--- src/rtl/decoder_pkg.sv ---
// ----------------------------------------------------------------------------
// decoder_pkg
// Shared definitions for the decoder_scan slice.
//   MODE_DECODE / MODE_SCAN : values of the mode input and of the mode register
//   ONEHOT_MAX_W            : widest one-hot vector onehot() can build
//   clog2()                 : ceiling log2, minimum result 1
//   onehot()                : one-hot vector with bit idx set when idx < n
// ----------------------------------------------------------------------------
package decoder_pkg;

    localparam logic MODE_DECODE = 1'b0;
    localparam logic MODE_SCAN   = 1'b1;

    // 256 bits keeps the bit-select index at exactly 8 bits
    localparam int unsigned ONEHOT_MAX_W = 256;

    // Ceiling log2; never returns 0 so counters are at least one bit wide
    function automatic int unsigned clog2(input int unsigned value);
        int unsigned w;
        w = 1;
        while ((w < 32) && ((32'd1 << w) < value)) begin
            w = w + 1;
        end
        return w;
    endfunction

    // One-hot vector; callers truncate to their own OUT_N width
    function automatic logic [ONEHOT_MAX_W-1:0] onehot(input int unsigned idx,
                                                        input int unsigned n);
        logic [ONEHOT_MAX_W-1:0] v;
        v = '0;
        if ((idx < n) && (idx < ONEHOT_MAX_W)) begin
            v[idx[7:0]] = 1'b1;
        end
        return v;
    endfunction

endpackage

--- src/rtl/scan_tick_gen.sv ---
// ----------------------------------------------------------------------------
// scan_tick_gen
// SCAN_DIV clock divider for the scan stepper.
//   clk   : system clock, rising edge
//   reset : synchronous active-high reset, clears the divider
//   en    : count enable; 0 holds the divider
//   clear : synchronous clear, wins over en
//   tick  : high while the divider sits on its last count (SCAN_DIV-1)
// ----------------------------------------------------------------------------
module scan_tick_gen
    import decoder_pkg::*;
#(
    parameter int unsigned SCAN_DIV = 4
) (
    input  logic clk,
    input  logic reset,
    input  logic en,
    input  logic clear,
    output logic tick
);

    localparam int unsigned CNT_W = clog2(SCAN_DIV);
    localparam logic [CNT_W-1:0] CNT_LAST = CNT_W'(SCAN_DIV - 1);

    logic [CNT_W-1:0] r_div_cnt;
    logic             w_last;

    assign w_last = (r_div_cnt == CNT_LAST);

    // Divider: wraps to 0 on the last count
    always_ff @(posedge clk) begin
        if (reset) begin
            r_div_cnt <= '0;
        end else if (clear) begin
            r_div_cnt <= '0;
        end else if (en) begin
            r_div_cnt <= w_last ? '0 : r_div_cnt + CNT_W'(1);
        end
    end

    assign tick = w_last;

endmodule

--- src/rtl/decoder_scan.sv ---
// ----------------------------------------------------------------------------
// decoder_scan
// Binary-to-one-hot decoder with registered outputs and an auto-scan mode.
// DECODE latches in_sel on in_valid; SCAN steps the one-hot output through all
// OUT_N positions, SCAN_DIV cycles per position.
//   clk        : system clock, rising edge
//   reset      : synchronous active-high reset
//   en         : global enable, 0 freezes all state
//   mode       : 0 = DECODE, 1 = SCAN
//   in_valid   : DECODE strobe for in_sel
//   in_sel     : select value
//   out_onehot : registered one-hot, inverted when ACTIVE_LOW != 0
//   out_valid  : out_onehot holds a legal active pattern
//   scan_idx   : current scan position
//   step       : one-cycle pulse with each scan_idx advance
//   range_err  : one-cycle pulse when an out-of-range in_sel was accepted
// Optional build macro DECODER_SCAN_BLANK_EN: one inactive (blank) cycle after
// every scan step for anti-ghosting dead time.
// ----------------------------------------------------------------------------
module decoder_scan
    import decoder_pkg::*;
#(
    parameter int unsigned SEL_W      = 3,
    parameter int unsigned OUT_N      = 8,
    parameter int unsigned SCAN_DIV   = 4,
    parameter int unsigned ACTIVE_LOW = 0
) (
    input  logic             clk,
    input  logic             reset,
    input  logic             en,
    input  logic             mode,
    input  logic             in_valid,
    input  logic [SEL_W-1:0] in_sel,
    output logic [OUT_N-1:0] out_onehot,
    output logic             out_valid,
    output logic [SEL_W-1:0] scan_idx,
    output logic             step,
    output logic             range_err
);

    localparam logic [OUT_N-1:0] POL      = {OUT_N{ACTIVE_LOW != 0}};
    localparam logic [OUT_N-1:0] INACTIVE = POL;
    localparam logic [SEL_W-1:0] IDX_LAST = SEL_W'(OUT_N - 1);
    // When OUT_N fills the whole select space every code is legal and
    // SEL_W'(OUT_N) would wrap to 0, so the range check is bypassed.
    localparam bit               ALL_LEGAL = (OUT_N >= (32'd1 << SEL_W));

    logic             r_mode_q;
    logic [SEL_W-1:0] r_scan_idx;
    logic [OUT_N-1:0] r_onehot;
    logic             r_out_valid;
    logic             r_step;
    logic             r_range_err;

    logic             w_mode_chg;
    logic             w_cnt_en;
    logic             w_clear;
    logic             w_tick;
    logic             w_sel_ok;
    logic [SEL_W-1:0] w_next_idx;
    logic [OUT_N-1:0] w_sel_pat;
    logic [OUT_N-1:0] w_next_pat;
    logic [OUT_N-1:0] w_zero_pat;

    assign w_mode_chg = (mode != r_mode_q);
    // Divider runs only while steadily in SCAN; a mode change restarts it
    assign w_cnt_en   = en && !w_mode_chg && (r_mode_q == MODE_SCAN);
    assign w_clear    = en && w_mode_chg;

    assign w_sel_ok   = ALL_LEGAL || (in_sel < SEL_W'(OUT_N));
    assign w_next_idx = (r_scan_idx == IDX_LAST) ? '0 : r_scan_idx + SEL_W'(1);

    // Output patterns with polarity already applied
    assign w_sel_pat  = OUT_N'(onehot(32'(in_sel), OUT_N)) ^ POL;
    assign w_next_pat = OUT_N'(onehot(32'(w_next_idx), OUT_N)) ^ POL;
    assign w_zero_pat = OUT_N'(onehot(32'd0, OUT_N)) ^ POL;

`ifdef DECODER_SCAN_BLANK_EN
    logic             r_blank;
    logic [OUT_N-1:0] w_cur_pat;

    assign w_cur_pat  = OUT_N'(onehot(32'(r_scan_idx), OUT_N)) ^ POL;
`endif

    scan_tick_gen #(
        .SCAN_DIV (SCAN_DIV)
    ) u_tick (
        .clk   (clk),
        .reset (reset),
        .en    (w_cnt_en),
        .clear (w_clear),
        .tick  (w_tick)
    );

    // Mode, scan index, output and pulse registers
    always_ff @(posedge clk) begin
        if (reset) begin
            r_mode_q    <= MODE_DECODE;
            r_scan_idx  <= '0;
            r_onehot    <= INACTIVE;
            r_out_valid <= 1'b0;
            r_step      <= 1'b0;
            r_range_err <= 1'b0;
`ifdef DECODER_SCAN_BLANK_EN
            r_blank     <= 1'b0;
`endif
        end else if (!en) begin
            r_step      <= 1'b0;
            r_range_err <= 1'b0;
        end else if (w_mode_chg) begin
            r_mode_q    <= mode;
            r_scan_idx  <= '0;
            r_step      <= 1'b0;
            r_range_err <= 1'b0;
`ifdef DECODER_SCAN_BLANK_EN
            r_blank     <= 1'b0;
`endif
            if (mode == MODE_SCAN) begin
                r_onehot    <= w_zero_pat;
                r_out_valid <= 1'b1;
            end else begin
                r_onehot    <= INACTIVE;
                r_out_valid <= 1'b0;
            end
        end else if (r_mode_q == MODE_SCAN) begin
            r_range_err <= 1'b0;
            r_step      <= w_tick;
            if (w_tick) begin
                r_scan_idx  <= w_next_idx;
`ifdef DECODER_SCAN_BLANK_EN
                r_onehot    <= INACTIVE;
                r_out_valid <= 1'b0;
                r_blank     <= 1'b1;
`else
                r_onehot    <= w_next_pat;
                r_out_valid <= 1'b1;
`endif
            end
`ifdef DECODER_SCAN_BLANK_EN
            else if (r_blank) begin
                r_onehot    <= w_cur_pat;
                r_out_valid <= 1'b1;
                r_blank     <= 1'b0;
            end
`endif
        end else begin
            r_step <= 1'b0;
            if (in_valid && w_sel_ok) begin
                r_onehot    <= w_sel_pat;
                r_out_valid <= 1'b1;
                r_range_err <= 1'b0;
            end else if (in_valid) begin
                r_onehot    <= INACTIVE;
                r_out_valid <= 1'b0;
                r_range_err <= 1'b1;
            end else begin
                r_range_err <= 1'b0;
            end
        end
    end

`ifndef DECODER_SCAN_BLANK_EN
    // Only the non-blanking build consumes the look-ahead pattern unconditionally
`endif

    assign out_onehot = r_onehot;
    assign out_valid  = r_out_valid;
    assign scan_idx   = r_scan_idx;
    assign step       = r_step;
    assign range_err  = r_range_err;

endmodule

--- config.mk ---
export PLATFORM = sky130hd
export DESIGN_NAME = decoder_scan
export DESIGN_NICKNAME = d
export VERILOG_FILES = /design/src/rtl/decoder_pkg.sv /design/src/rtl/scan_tick_gen.sv /design/src/rtl/decoder_scan.sv
export SDC_FILE = /design/constraint.sdc
export NUM_CORES = 1
export LEC_CHECK = 0
export ABC_AREA = 1
export CORE_AREA = 4 4 54 56
export DETAILED_ROUTE_END_ITERATION = 10
export DIE_AREA = 0 0 58 60
export GPL_ROUTABILITY_DRIVEN = 0
export PLACE_DENSITY_LB_ADDON = 0.12
export SYNTH_ARGS = -nofsm -noshare
export SYNTH_HDL_FRONTEND = slang
export SYNTH_SLANG_ARGS = --single-unit
--- constraint.sdc ---
create_clock -name clk -period 2 [get_ports clk]
set_clock_uncertainty 0.1 [all_clocks]
set_input_delay 0.5 -clock clk [delete_from_list [all_inputs] [get_ports clk]]
set_output_delay 0.5 -clock clk [all_outputs]
set_load 0.005 [all_outputs]
Word level (Yosys, flattened, before mapping):

Index checks and enable logic that the tools add are counted.

* register bits: 16
* logic and storage cells: 51
* bits of input ports: 8
* output and inout port bits: 14

* reduce and logical (&&, ||, !) cells: 14
* order comparisons: 4
* add/subtract/negate cells: 2
* mux-type cells: 19
* bitwise logic cells: 2
* eq/ne operators: 4

Operators by type and width (number)
* $mux 8: 4
* $lt 3x9->1 const B: 2
* $mux 3: 4
* $mux 1: 8
* $demux 1 s3: 2
* $ge 3x1->1 const B: 2
* $reduce_and 3->1: 2
* $logic_and 1x1->1: 5
* $reduce_bool 2->1: 2
* $reduce_or 4->1: 1
* $add 3x1->3 const B: 1
* $eq 3x3->1 const B: 1
* $ne 3x1->1 const B: 1
* $reduce_bool 3->1: 1
* $add 2x1->2 const B: 1
* $eq 2x2->1 const B: 1
* $mux 2: 1
* $not 1->1: 2
* $reduce_and 2->1: 1
* $reduce_or 2->1: 1
* $logic_not 1->1: 1
* $ne 1x1->1: 1

Logic depth before layout (Yosys ltp):

Gate-level depths: netlist of the first run.

* depth in word-level cells: 9
* gate-level depth with buffers: 10
* mapped depth without buffers: 8

Hierarchy:

A second synthesis of the first run with hierarchy kept.

* cell total of the unflattened synthesis: 135
* area, all modules: 914.6 um2

Modules (own cells, without submodules)
* decoder_scan: cells an instance 121, instances 1, area each 817.0 um2, sequential area each 280.3 um2
* scan_tick_gen: cells an instance 14, instances 1, area each 97.6 um2, sequential area each 40.0 um2

Worst setup path before layout of the first run:

Ideal clock, no wire load.

* path kind: input to register
* start point: input port mode
* end point: register r_onehot[0], in the netlist out_onehot[0]
* setup time: 0.066 ns
* slack: 0.342 ns
* arrival: 1.492 ns
* required time: 1.834 ns
* buffers on the path: 1
* stages on the path: 8
* cells stage by stage: inv_1 ha_1 nor2_1 nand2_1 nand2_2 buf_6 nand2_1 a21oi_2

* word-level cells in the longest chain between the ends: 3
* elaborated cells on any way between the ends: 6
* those cells by class: eq/ne (2); mux (2); reduce/logical (2)

Ends and longest elaborated chain
* from (decl): RTL line decoder_scan.sv:31 `input logic mode,`
* $ne 1x1->1: RTL line decoder_scan.sv:65 `assign w_mode_chg = (mode != r_mode_q);`
* $ne 3x1->1 (no source line) / $reduce_bool 3->1 (equally long branches)
* $reduce_and 3->1 (no source line)
* to (signal assigned): RTL line decoder_scan.sv:119 `r_onehot <= w_zero_pat;`
* to (signal assigned): RTL line decoder_scan.sv:135 `r_onehot <= w_next_pat;`
* to (signal assigned): RTL line decoder_scan.sv:149 `r_onehot <= w_sel_pat;`
* to (decl): RTL line decoder_scan.sv:50 `logic [OUT_N-1:0] r_onehot;`

Parallel ways exist; a longest one is shown, timed or not.
A chain may end at the register's enable or synchronous reset.

Final worst setup path of the first run:

* start point: input port mode
* end point: register r_onehot[4], in the netlist out_onehot[4]

* word-level cells in the longest chain between the ends: 3
* elaborated cells on any way between the ends: 5
* those cells by class: eq/ne (2); mux (1); reduce/logical (2)

Ends and longest elaborated chain (RTL line)
* $ne 1x1->1 (*): decoder_scan.sv:65
* $ne 3x1->1 (no source line) / $reduce_bool 3->1 (equally long branches)
* $reduce_and 3->1 (no source line)

Mark *: on every way between the ends. The rest lies on a longest branch, timed or not.

==> out/results.tsv, run 1 <==
stage	metric	value	unit
layout	nets	179	
timing	period_share	92.6	%
clock_tree	cts.path.max_buffers	2	
yosys	synth_warnings	0	
die	die_y	60	um
die	rows	18	
timing	max_freq	540	MHz
yosys	avgSynthCellArea	6.94	um2
layout	fin_util	51.6	%
die	core	2430	um2
yosys	ys_types	21	
critical_path	crit_path_end_kind	register	
global_route	grt_max_degree	14	
layout	antenna_cells	0	
yosys	yosysTopAreaCell	dfxtp_1	
yosys	synth-seq-cells	16	
global_route	grt_pass1_vias	776	
clock_tree	cts_inserted_buffers	3	
routing	viasPerCell	4.54	
yosys	syn_nets	149	
die	die_area	3480	um2
critical_path	critPathLaunchType	primary input	
critical_path	cp_max_fo	9	
layout	fin_area	1250	um2
critical_path	crit_type	primary input to register	
clock_tree	clkSlewWorstSetupHoldPaths	0.09	ns
timing	finalCriticalPeriod	1.85	ns
die	start_util	38.2	%
critical_path	required	2.13	ns
yosys	synth_top_area_share	34.5	%
die	die_w	58	um
yosys	ys_seq_area_share	34.5	%
routing	drc	0	
routing	wl	1.91	mm
critical_path	arrival	1.98	ns
layout	drive_gt1_share	13.5	%
global_route	grt_usage	12.6	%
global_route	antenna_found_initial	0	
run	maxCapViolCount	0	
routing	firstDrtPassIters	4	
routing	drtIter0Drc	20	
place	io_buffers	20	
place	placedInstanceArea	1190	um2
global_route	grt_pass1_wl	3.30	mm
clock_tree	postCtsHoldBufs	0	
timing	finalSetupViolCount	0	
place	dp_hpwl	1.51	mm
timing	drv_slew	0	
clock_tree	clock_latency	0.29	ns
yosys	synth.area.top_cells	dfxtp_1 (34%), nand2_1 (15%), ha_1 (9.4%)	
clock_tree	cts_max_level	1	
timing	final.setup.tns	0	ns
place	dp_slack	-0.286	ns
routing	ant_nets	0	
layout	area_growth_syn_to_layout	35.0	%
pwr	p_leak	0.516	nW
die	ios	22	
pwr	ir_drop	368	uV
timing	final.setup.worst_slack	0.149	ns
timing	hold_viol_final	0	
clock_tree	clock-sinks	16	
global_route	grt_overflow	0	
routing	route.vias.total	877	
clock_tree	cts_tree	done	
clock_tree	root_buffer	clkbuf_4	
routing	wire_per_inst	9.90	um
status	status	finished clean	
yosys	syn_inst	134	
hold_path	min_path_type	register to register	
yosys	syn_area	930	um2
pwr	p_per_area	561	nW/um2
==> sequential cells by signal, summed over array words and instances (netlist names) <==
name              count
out_valid             1
out_onehot            8
scan_idx              3
u_tick.r_div_cnt      2
r_mode_q              1
step                  1
==> stage by stage <==
step                hold slack, ns  power, W  instances
finish                       0.352  0.000704        193
global route                 0.381  0.000750        193
CTS                          0.362  0.000707        191
detailed placement           0.348  0.000484        187
global placement             0.335  0.000483        187
floorplan                    0.327  0.000429        134
==> cells in the mapped netlist, drive strengths merged <==
master,count
buf,3
nor2,13
ha,7
inv,18
a21oi,15
or2,1
o21ai,9
nand3,7
nand2,40
conb,1
nand4,1
nor3,2
clkbuf,1
dfxtp,16
==> final timing paths <==
path                            slack [ns]                          endpoint  cells after the start                        startpoint
worst max register to register        0.40        out_onehot[2]$_SDFFE_PP0P_                      7          scan_idx[0]$_SDFFE_PP0P_
worst min-delay path                  0.35  u_tick.r_div_cnt[1]$_SDFFE_PP0P_                      2  u_tick.r_div_cnt[1]$_SDFFE_PP0P_
worst min register to register        0.35  u_tick.r_div_cnt[1]$_SDFFE_PP0P_                      2  u_tick.r_div_cnt[1]$_SDFFE_PP0P_
worst max-delay path                  0.15        out_onehot[4]$_SDFFE_PP0P_                      9                              mode
==> timing repair <==
item / in CTS / in global routing
buffers inserted: 0 / 2
gates resized for setup: 0 / 2
endpoints found under the setup margin: 0 / 9
==> final cells by class <==
cell class	instances	area (um2)
Tap cell	30	37.5
Sequential cell	16	320
Fill cell	246	1180
Multi-Input combinational cell	96	526
Clock buffer	4	36.3
Inverter	18	67.6
Timing Repair Buffer	29	268
==> cell usage in the layout, fill, tap and decap left out, types with 2 or more instances in the layout <==
cell,count
nand2_1,38
clkdlybuf4s50_1,20
clkbuf_4,3
a21oi_1,13
nand3_1,7
buf_4,9
nor2_1,11
o21ai_0,9
ha_1,6
inv_1,17
dfxtp_1,16
nor2_4,2
==> per-layer routing <==
metal / global-route usage (%) / up-vias / part of all wire [%] / routed length, um
met2: 19.8 / 17 / 44 / 841
met4: 5.96 / 0 / 1.8 / 34
met1: 15.7 / 377 / 49 / 945
met5: 0 / - / 0 / 0
li1: - / 478 / - / -
met3: 3.89 / 5 / 4.7 / 89
==> power breakdown <==
group          switching (W)  internal, W  total, W
Clock               0.000105     0.000111  0.000216
Sequential        0.00000577     0.000328  0.000334
Combinational      0.0000793    0.0000743  0.000154
Total               0.000190     0.000513  0.000704
==> critical path: stages <==
cell	delay, ns
clkdlybuf4s50_1	0.47
inv_1	0.08
ha_4	0.29
nor2_1	0.05
nand2_1	0.09
nand2_4	0.11
nor2_4	0.18
nand2_1	0.09
a21oi_1	0.12
==> cells by family (layout without fill, tap and decap cells) <==
kind of cell,after synthesis,in the layout,share of synthesized area [%]
other,1,1,0.403
adder cells (fa/ha/maj),7,7,9.42
AND/OR/NAND/NOR,64,64,30.3
flip-flops,16,16,34.5
buffers and inverters,22,51,10.9
AO/OA/AOI/OAI,24,24,14.5
Power figures use the tool's default switching activity.
==> run 2, diff against run 1 <==
--- a/config.mk
+++ b/config.mk
@@ -11,6 +11,7 @@
 export DIE_AREA = 0 0 58 60
 export GPL_ROUTABILITY_DRIVEN = 0
 export PLACE_DENSITY_LB_ADDON = 0.12
+export SETUP_SLACK_MARGIN = 0.15
 export SYNTH_ARGS = -nofsm -noshare
 export SYNTH_HDL_FRONTEND = slang
 export SYNTH_SLANG_ARGS = --single-unit
==> run 2 against run 1 <==
  * Sequential share of layout area down 0.83 points
  * Non-clock buffer count rose by 3
  * Critical path depth down 8
  * Combinational power grew 13%
  * Sequential power about the same
  * Clock power grew 2%
  * Via count increased by 4.6%
  * First-iteration DRC count up 65%
  * Register-to-register slack got worse by 0.02 ns
  * Hold slack about the same
  * Routed wire length is 12% higher
  * Cell count grew 2.1%
==> out/results.tsv, run 2 (same netlist as run 1, synthesis figures left out) <==
stage	metric	value	unit	change
critical_path	crit_path_end_kind	primary output		
routing	wire_per_inst	10.9	um	+9.9%
pwr	p_leak	0.548	nW	+6.1%
die	ios	22		unchanged
clock_tree	clock-sinks	16		unchanged
layout	finalNonFillerCells	197		+2.1%
place	io_buffers	20		unchanged
clock_tree	root_buffer	clkbuf_4		
critical_path	path_buf_inv	1		-1
layout	fin_util	54.2	%	+2.6 points
routing	drtIter0Drc	33		+65%
global_route	antenna_found_initial	0		unchanged
die	start_util	38.2	%	unchanged
critical_path	cp_max_fo	5		-4
die	die_w	58	um	unchanged
layout	drive_gt1_share	22.8	%	+9.3 points
pwr	p_per_area	552	nW/um2	-1.6%
timing	finalSetupViolCount	0		unchanged
pwr	power	0.000727	W	+3.3%
timing	rsz0062_at_grt	false		
status	status	finished clean		
timing	period_share	88.7	%	-3.9 points
critical_path	crit_family	buffers and inverters		
routing	firstDrtPassIters	4		unchanged
hold_path	min_path_type	register to register		
global_route	grt_overflow	0		unchanged
timing	drv_slew	0		unchanged
global_route	grt_pass1_vias	812		+4.6%
clock_tree	cts.path.max_buffers	2		unchanged
critical_path	arrival	1.17	ns	-0.81 ns
clock_tree	postCtsHoldBufs	0		unchanged
timing	finalCriticalPeriod	1.77	ns	-0.0771 ns
global_route	grt_pass1_wl	3.49	mm	+5.9%
place	dp_hpwl	1.51	mm	unchanged
timing	final.setup.tns	0	ns	unchanged
critical_path	cpMaxStageDelayCell	clkdlybuf4s50_1		
critical_path	r2r_setup_slack	0.38	ns	-0.02 ns
critical_path	crit_type	register to primary output		
clock_tree	cts_max_level	1		unchanged
routing	ant_nets	0		unchanged
layout	nets	183		+2.2%
global_route	grt_max_degree	14		unchanged
critical_path	critPathLaunchType	register		
layout	antenna_cells	0		unchanged
timing	max_freq	564	MHz	+4.3%
die	die_area	3480	um2	unchanged
run	maxCapViolCount	0		unchanged
global_route	grt_usage	13.3	%	+0.67 points
critical_path	required	1.40	ns	-0.73 ns
clock_tree	cts_tree	done		
clock_tree	clock_latency	0.29	ns	about the same
critical_path	crit_chain	clkdlybuf4s50_1		
clock_tree	clkSlewWorstSetupHoldPaths	0.09	ns	about the same
routing	route.vias.total	917		+4.6%
pwr	ir_drop	370	uV	+0.39%
routing	wl	2.14	mm	+12%
critical_path	crit_path_max_incr_delay	0.50	ns	+0.03 ns
routing	drc	0		unchanged
layout	final_cell_mix	nand2_1 (32), clkdlybuf4s50_1 (19), inv_1 (16)		
layout	largest_reg_flops	8		unchanged
die	die_y	60	um	unchanged
routing	viasPerCell	4.65		+2.4%
place	dp.cells	187		unchanged
layout	area_growth_syn_to_layout	41.7	%	
timing	hold_viol_final	0		unchanged
layout	layout_commonest_cell	nand2_1		
die	rows	18		unchanged
die	core	2430	um2	unchanged
clock_tree	cts_inserted_buffers	3		unchanged
==> run 2: through the flow <==
step	hold WS, ns	setup WS [ns]	area [um2]
finish	0.352	0.226	1320
global route	0.382	0.172	1320
CTS	0.362	0.163	1270
detailed placement	0.348	-0.286	1190
global placement	0.335	-0.247	1190
floorplan	0.327	0.342	930
==> run 2: metal layers <==
layer / track usage (%) / wire length [um]
met1: 16.2 / 984
met2: 21.6 / 1030
met3: 3.89 / 95
met4: 5.96 / 38
met5: 0 / 0
==> run 2: area by class of cell <==
cell class / instances / area, um2
sequential: 16 / 325
multi-input combinational: 97 / 558
tap: 30 / 37.5
clock buffer: 4 / 36.3
fill: 229 / 1110
inverter: 18 / 67.6
timing repair buffer: 32 / 293
==> run 2: timing repair <==
item                                    in CTS  in global routing
setup buffers                                4                  1
endpoints found under the setup margin      10                 16
hold endpoints to repair                     0                  0
resized for setup                            3                 13
pin swaps                                    2                  6
gates cloned                                 0                  1
==> run 2: final timing paths <==
kind                                      end  depth (start not counted)                             start
max                               scan_idx[0]                          1          scan_idx[0]$_SDFFE_PP0P_
min          u_tick.r_div_cnt[1]$_SDFFE_PP0P_                          2  u_tick.r_div_cnt[1]$_SDFFE_PP0P_
max reg2reg        out_onehot[7]$_SDFFE_PP0P_                          7          scan_idx[0]$_SDFFE_PP0P_
min reg2reg  u_tick.r_div_cnt[1]$_SDFFE_PP0P_                          2  u_tick.r_div_cnt[1]$_SDFFE_PP0P_
==> run 2: power breakdown <==
group | total, W | internal [W] | switching [W]
Combinational | 0.000174 | 0.0000833 | 0.0000906
Sequential | 0.000333 | 0.000328 | 0.00000589
Clock | 0.000220 | 0.000111 | 0.000108
Total | 0.000727 | 0.000522 | 0.000205
==> run 3, diff against run 2 <==
--- a/config.mk
+++ b/config.mk
@@ -6,9 +6,11 @@
 export NUM_CORES = 1
 export LEC_CHECK = 0
 export ABC_AREA = 1
-export CORE_AREA = 4 4 54 56
+export CELL_PAD_IN_SITES_DETAIL_PLACEMENT = 1
+export CELL_PAD_IN_SITES_GLOBAL_PLACEMENT = 1
+export CORE_AREA = 4 4 58 60
 export DETAILED_ROUTE_END_ITERATION = 10
-export DIE_AREA = 0 0 58 60
+export DIE_AREA = 0 0 62 64
 export GPL_ROUTABILITY_DRIVEN = 0
 export PLACE_DENSITY_LB_ADDON = 0.12
 export SETUP_SLACK_MARGIN = 0.15
==> run 3 against run 2 <==
  * Routed wire length is 11% higher
  * Clock power hardly changed
  * Utilization is 8.0 points lower
  * Sequential power hardly changed
  * Cell area is 2.6% higher
  * Flip-flop and latch count stayed put
  * Combinational power is 6% higher
  * Count of clock-buffer cells in the layout stayed put
  * Via count is 4.5% higher
  * First-iteration DRC count is 64% lower
  * Global-route usage is 0.44 points higher
  * Setup slack worse by 0.0019 ns
  * Largest power group unchanged
  * Highest routed layer unchanged
==> out/results.tsv, run 3 (same netlist as run 1, synthesis figures left out) <==
stage	metric	value	unit	change
status	status	finished clean		
timing	drv_slew	0		unchanged
hold_path	min_path_type	register to register		
die	die_y	64	um	+6.7%
place	io_buffers	20		unchanged
hold_path	worstHoldPathCells	2		unchanged
pwr	p_clk_share	29.6	%	-0.6 points
layout	antenna_cells	0		unchanged
layout	finalNonFillerCells	198		+0.51%
pwr	p_int	0.000531	W	+1.8%
hold_path	min_to	out_onehot[3]$_SDFFE_PP0P_		
critical_path	arrival	1.18	ns	about the same
global_route	grt_usage	13.7	%	+0.44 points
die	die_w	62	um	+6.9%
hold_path	min_from	out_onehot[3]$_SDFFE_PP0P_		
pwr	netSwitchingPower	0.000209	W	+1.9%
routing	viasPerCell	4.84		+3.9%
routing	wl	2.39	mm	+11%
global_route	grt_pass1_wl	4.16	mm	+19%
critical_path	crit_path_end_kind	primary output		
die	die_area	3970	um2	+14%
die	start_util	31.8	%	-6.5 points
critical_path	r2r-start	r_mode_q$_SDFFE_PP0P_		
pwr	p_leak	0.544	nW	-0.60%
timing	finalCriticalPeriod	1.78	ns	+0.00194 ns
critical_path	crit_type	register to primary output		
die	rows	20		+2
global_route	grt_overflow	0		unchanged
layout	fin_util	46.2	%	-8.0 points
place	dp_hpwl	1.91	mm	+26%
place	dp.cells	191		+2.1%
clock_tree	clock-sinks	16		unchanged
critical_path	required	1.40	ns	about the same
timing	period_share	88.8	%	+0.097 points
pwr	seq_power_share	45.4	%	-0.5 points
clock_tree	clkSlewWorstSetupHoldPaths	0.10	ns	about the same
die	ios	22		unchanged
clock_tree	cts_max_level	1		unchanged
timing	rsz0062_at_grt	false		
routing	ant_nets	0		unchanged
pwr	combPwrFrac	25.0	%	+1.1 points
routing	firstDrtPassIters	4		unchanged
routing	wire_per_inst	12.1	um	+11%
timing	finalSetupViolCount	0		unchanged
critical_path	ff2ff_path_depth	7		unchanged
pwr	ir_drop	437	uV	+18%
layout	nets	181		-1.1%
clock_tree	clock_latency	0.29	ns	about the same
clock_tree	cts.path.max_buffers	2		unchanged
clock_tree	cts_tree	done		
routing	drc	0		unchanged
critical_path	crit_path_max_incr_delay	0.51	ns	about the same
layout	layout_commonest_cell	nand2_1		
timing	max_freq	563	MHz	-0.11%
critical_path	path_buf_inv	1		unchanged
critical_path	r2r_setup_slack	0.32	ns	-0.06 ns
critical_path	cpMaxStageDelayCell	clkdlybuf4s50_1		
critical_path	r2r-end	scan_idx[0]$_SDFFE_PP0P_		
pwr	p_per_area	548	nW/um2	-0.73%
timing	hold_viol_final	0		unchanged
global_route	antenna_found_initial	0		unchanged
global_route	grt_max_degree	11		-3
routing	route.vias.total	958		+4.5%
global_route	grt_pass1_vias	1008		+24%
clock_tree	cts_inserted_buffers	3		unchanged
clock_tree	root_buffer	clkbuf_4		
critical_path	cp_max_fo	5		unchanged
critical_path	crit_chain	clkdlybuf4s50_1		
critical_path	critPathLaunchType	register		
layout	final_cell_mix	nand2_1 (37), clkdlybuf4s50_1 (19), inv_1 (15)		
layout	drive_gt1_share	23.0	%	+0.28 points
layout	area_growth_syn_to_layout	45.4	%	
layout	largest_reg_flops	8		unchanged
pwr	swShare	28.2	%	about the same
critical_path	crit_family	buffers and inverters		
run	maxCapViolCount	0		unchanged
die	core	2930	um2	+20%
routing	drtIter0Drc	12		-64%
run 3: tightest hold or removal path, delay by kind of cell, from the launching register on:
kind / cells / cell delay (ns)
DFF: 1 / 0.32
and+or+nand+nor: 1 / 0.06
AOI/OAI and AO/OA: 1 / 0.05
run 3: worst max-delay path by stage:
stage | cells past startpoint | to | from
floorplan | 8 | out_onehot[0]$_SDFFE_PP0P_ | mode
global placement | 9 | out_onehot[6]$_SDFFE_PP0P_ | mode
detailed placement | 9 | out_onehot[7]$_SDFFE_PP0P_ | mode
CTS | 8 | u_tick.r_div_cnt[1]$_SDFFE_PP0P_ | mode
global route | 7 | out_onehot[7]$_SDFFE_PP0P_ | scan_idx[0]$_SDFFE_PP0P_
finish | 1 | scan_idx[0] | scan_idx[0]$_SDFFE_PP0P_
run 3: per-stage QoR:
stage	instance area (um2)	hold WS [ns]	power, W	TNS (ns)	worst slack (ns)
after floorplan	930	0.327	0.000429	0	0.342
after global placement	1200	0.341	0.000488	-2.72	-0.232
after detailed placement	1200	0.353	0.000491	-3.83	-0.309
after CTS	1300	0.370	0.000743	0	0.158
after global routing	1350	0.401	0.000790	0	0.161
final	1350	0.373	0.000740	0	0.224
run 3: what timing repair did:
item                                    CTS  global route
endpoints found under the setup margin   15            15
hold buffers                              0             0
gates resized for setup                   6            15
buffers inserted                          3             0
pin swaps                                 2             4
run 3: layer usage:
layer / vias to the layer above / GRT usage, % / part of all wire, %
li1: 487 / - / -
met1: 446 / 15.7 / 42
met2: 23 / 24.0 / 53
met3: 2 / 4.24 / 4.9
met4: 0 / 3.18 / 0.80
met5: - / 0 / 0
run 3: cell type report:
type	instances	area, um2
Fill cell	369	1580
Multi-Input combinational cell	96	573
Sequential cell	16	323
Timing Repair Buffer	31	310
Inverter	18	67.6
Tap cell	33	41.3
Clock buffer	4	36.3
run 3: power by group through the flow:
stage	logic, W	registers [W]	clock network [W]
6_report	0.000185	0.000336	0.000219
5_1_grt	0.000205	0.000338	0.000246
4_1_cts	0.000175	0.000336	0.000232
3_5_place_dp	0.000148	0.000343	0
3_3_place_gp	0.000144	0.000343	0
2_1_floorplan	0.0000871	0.000342	0
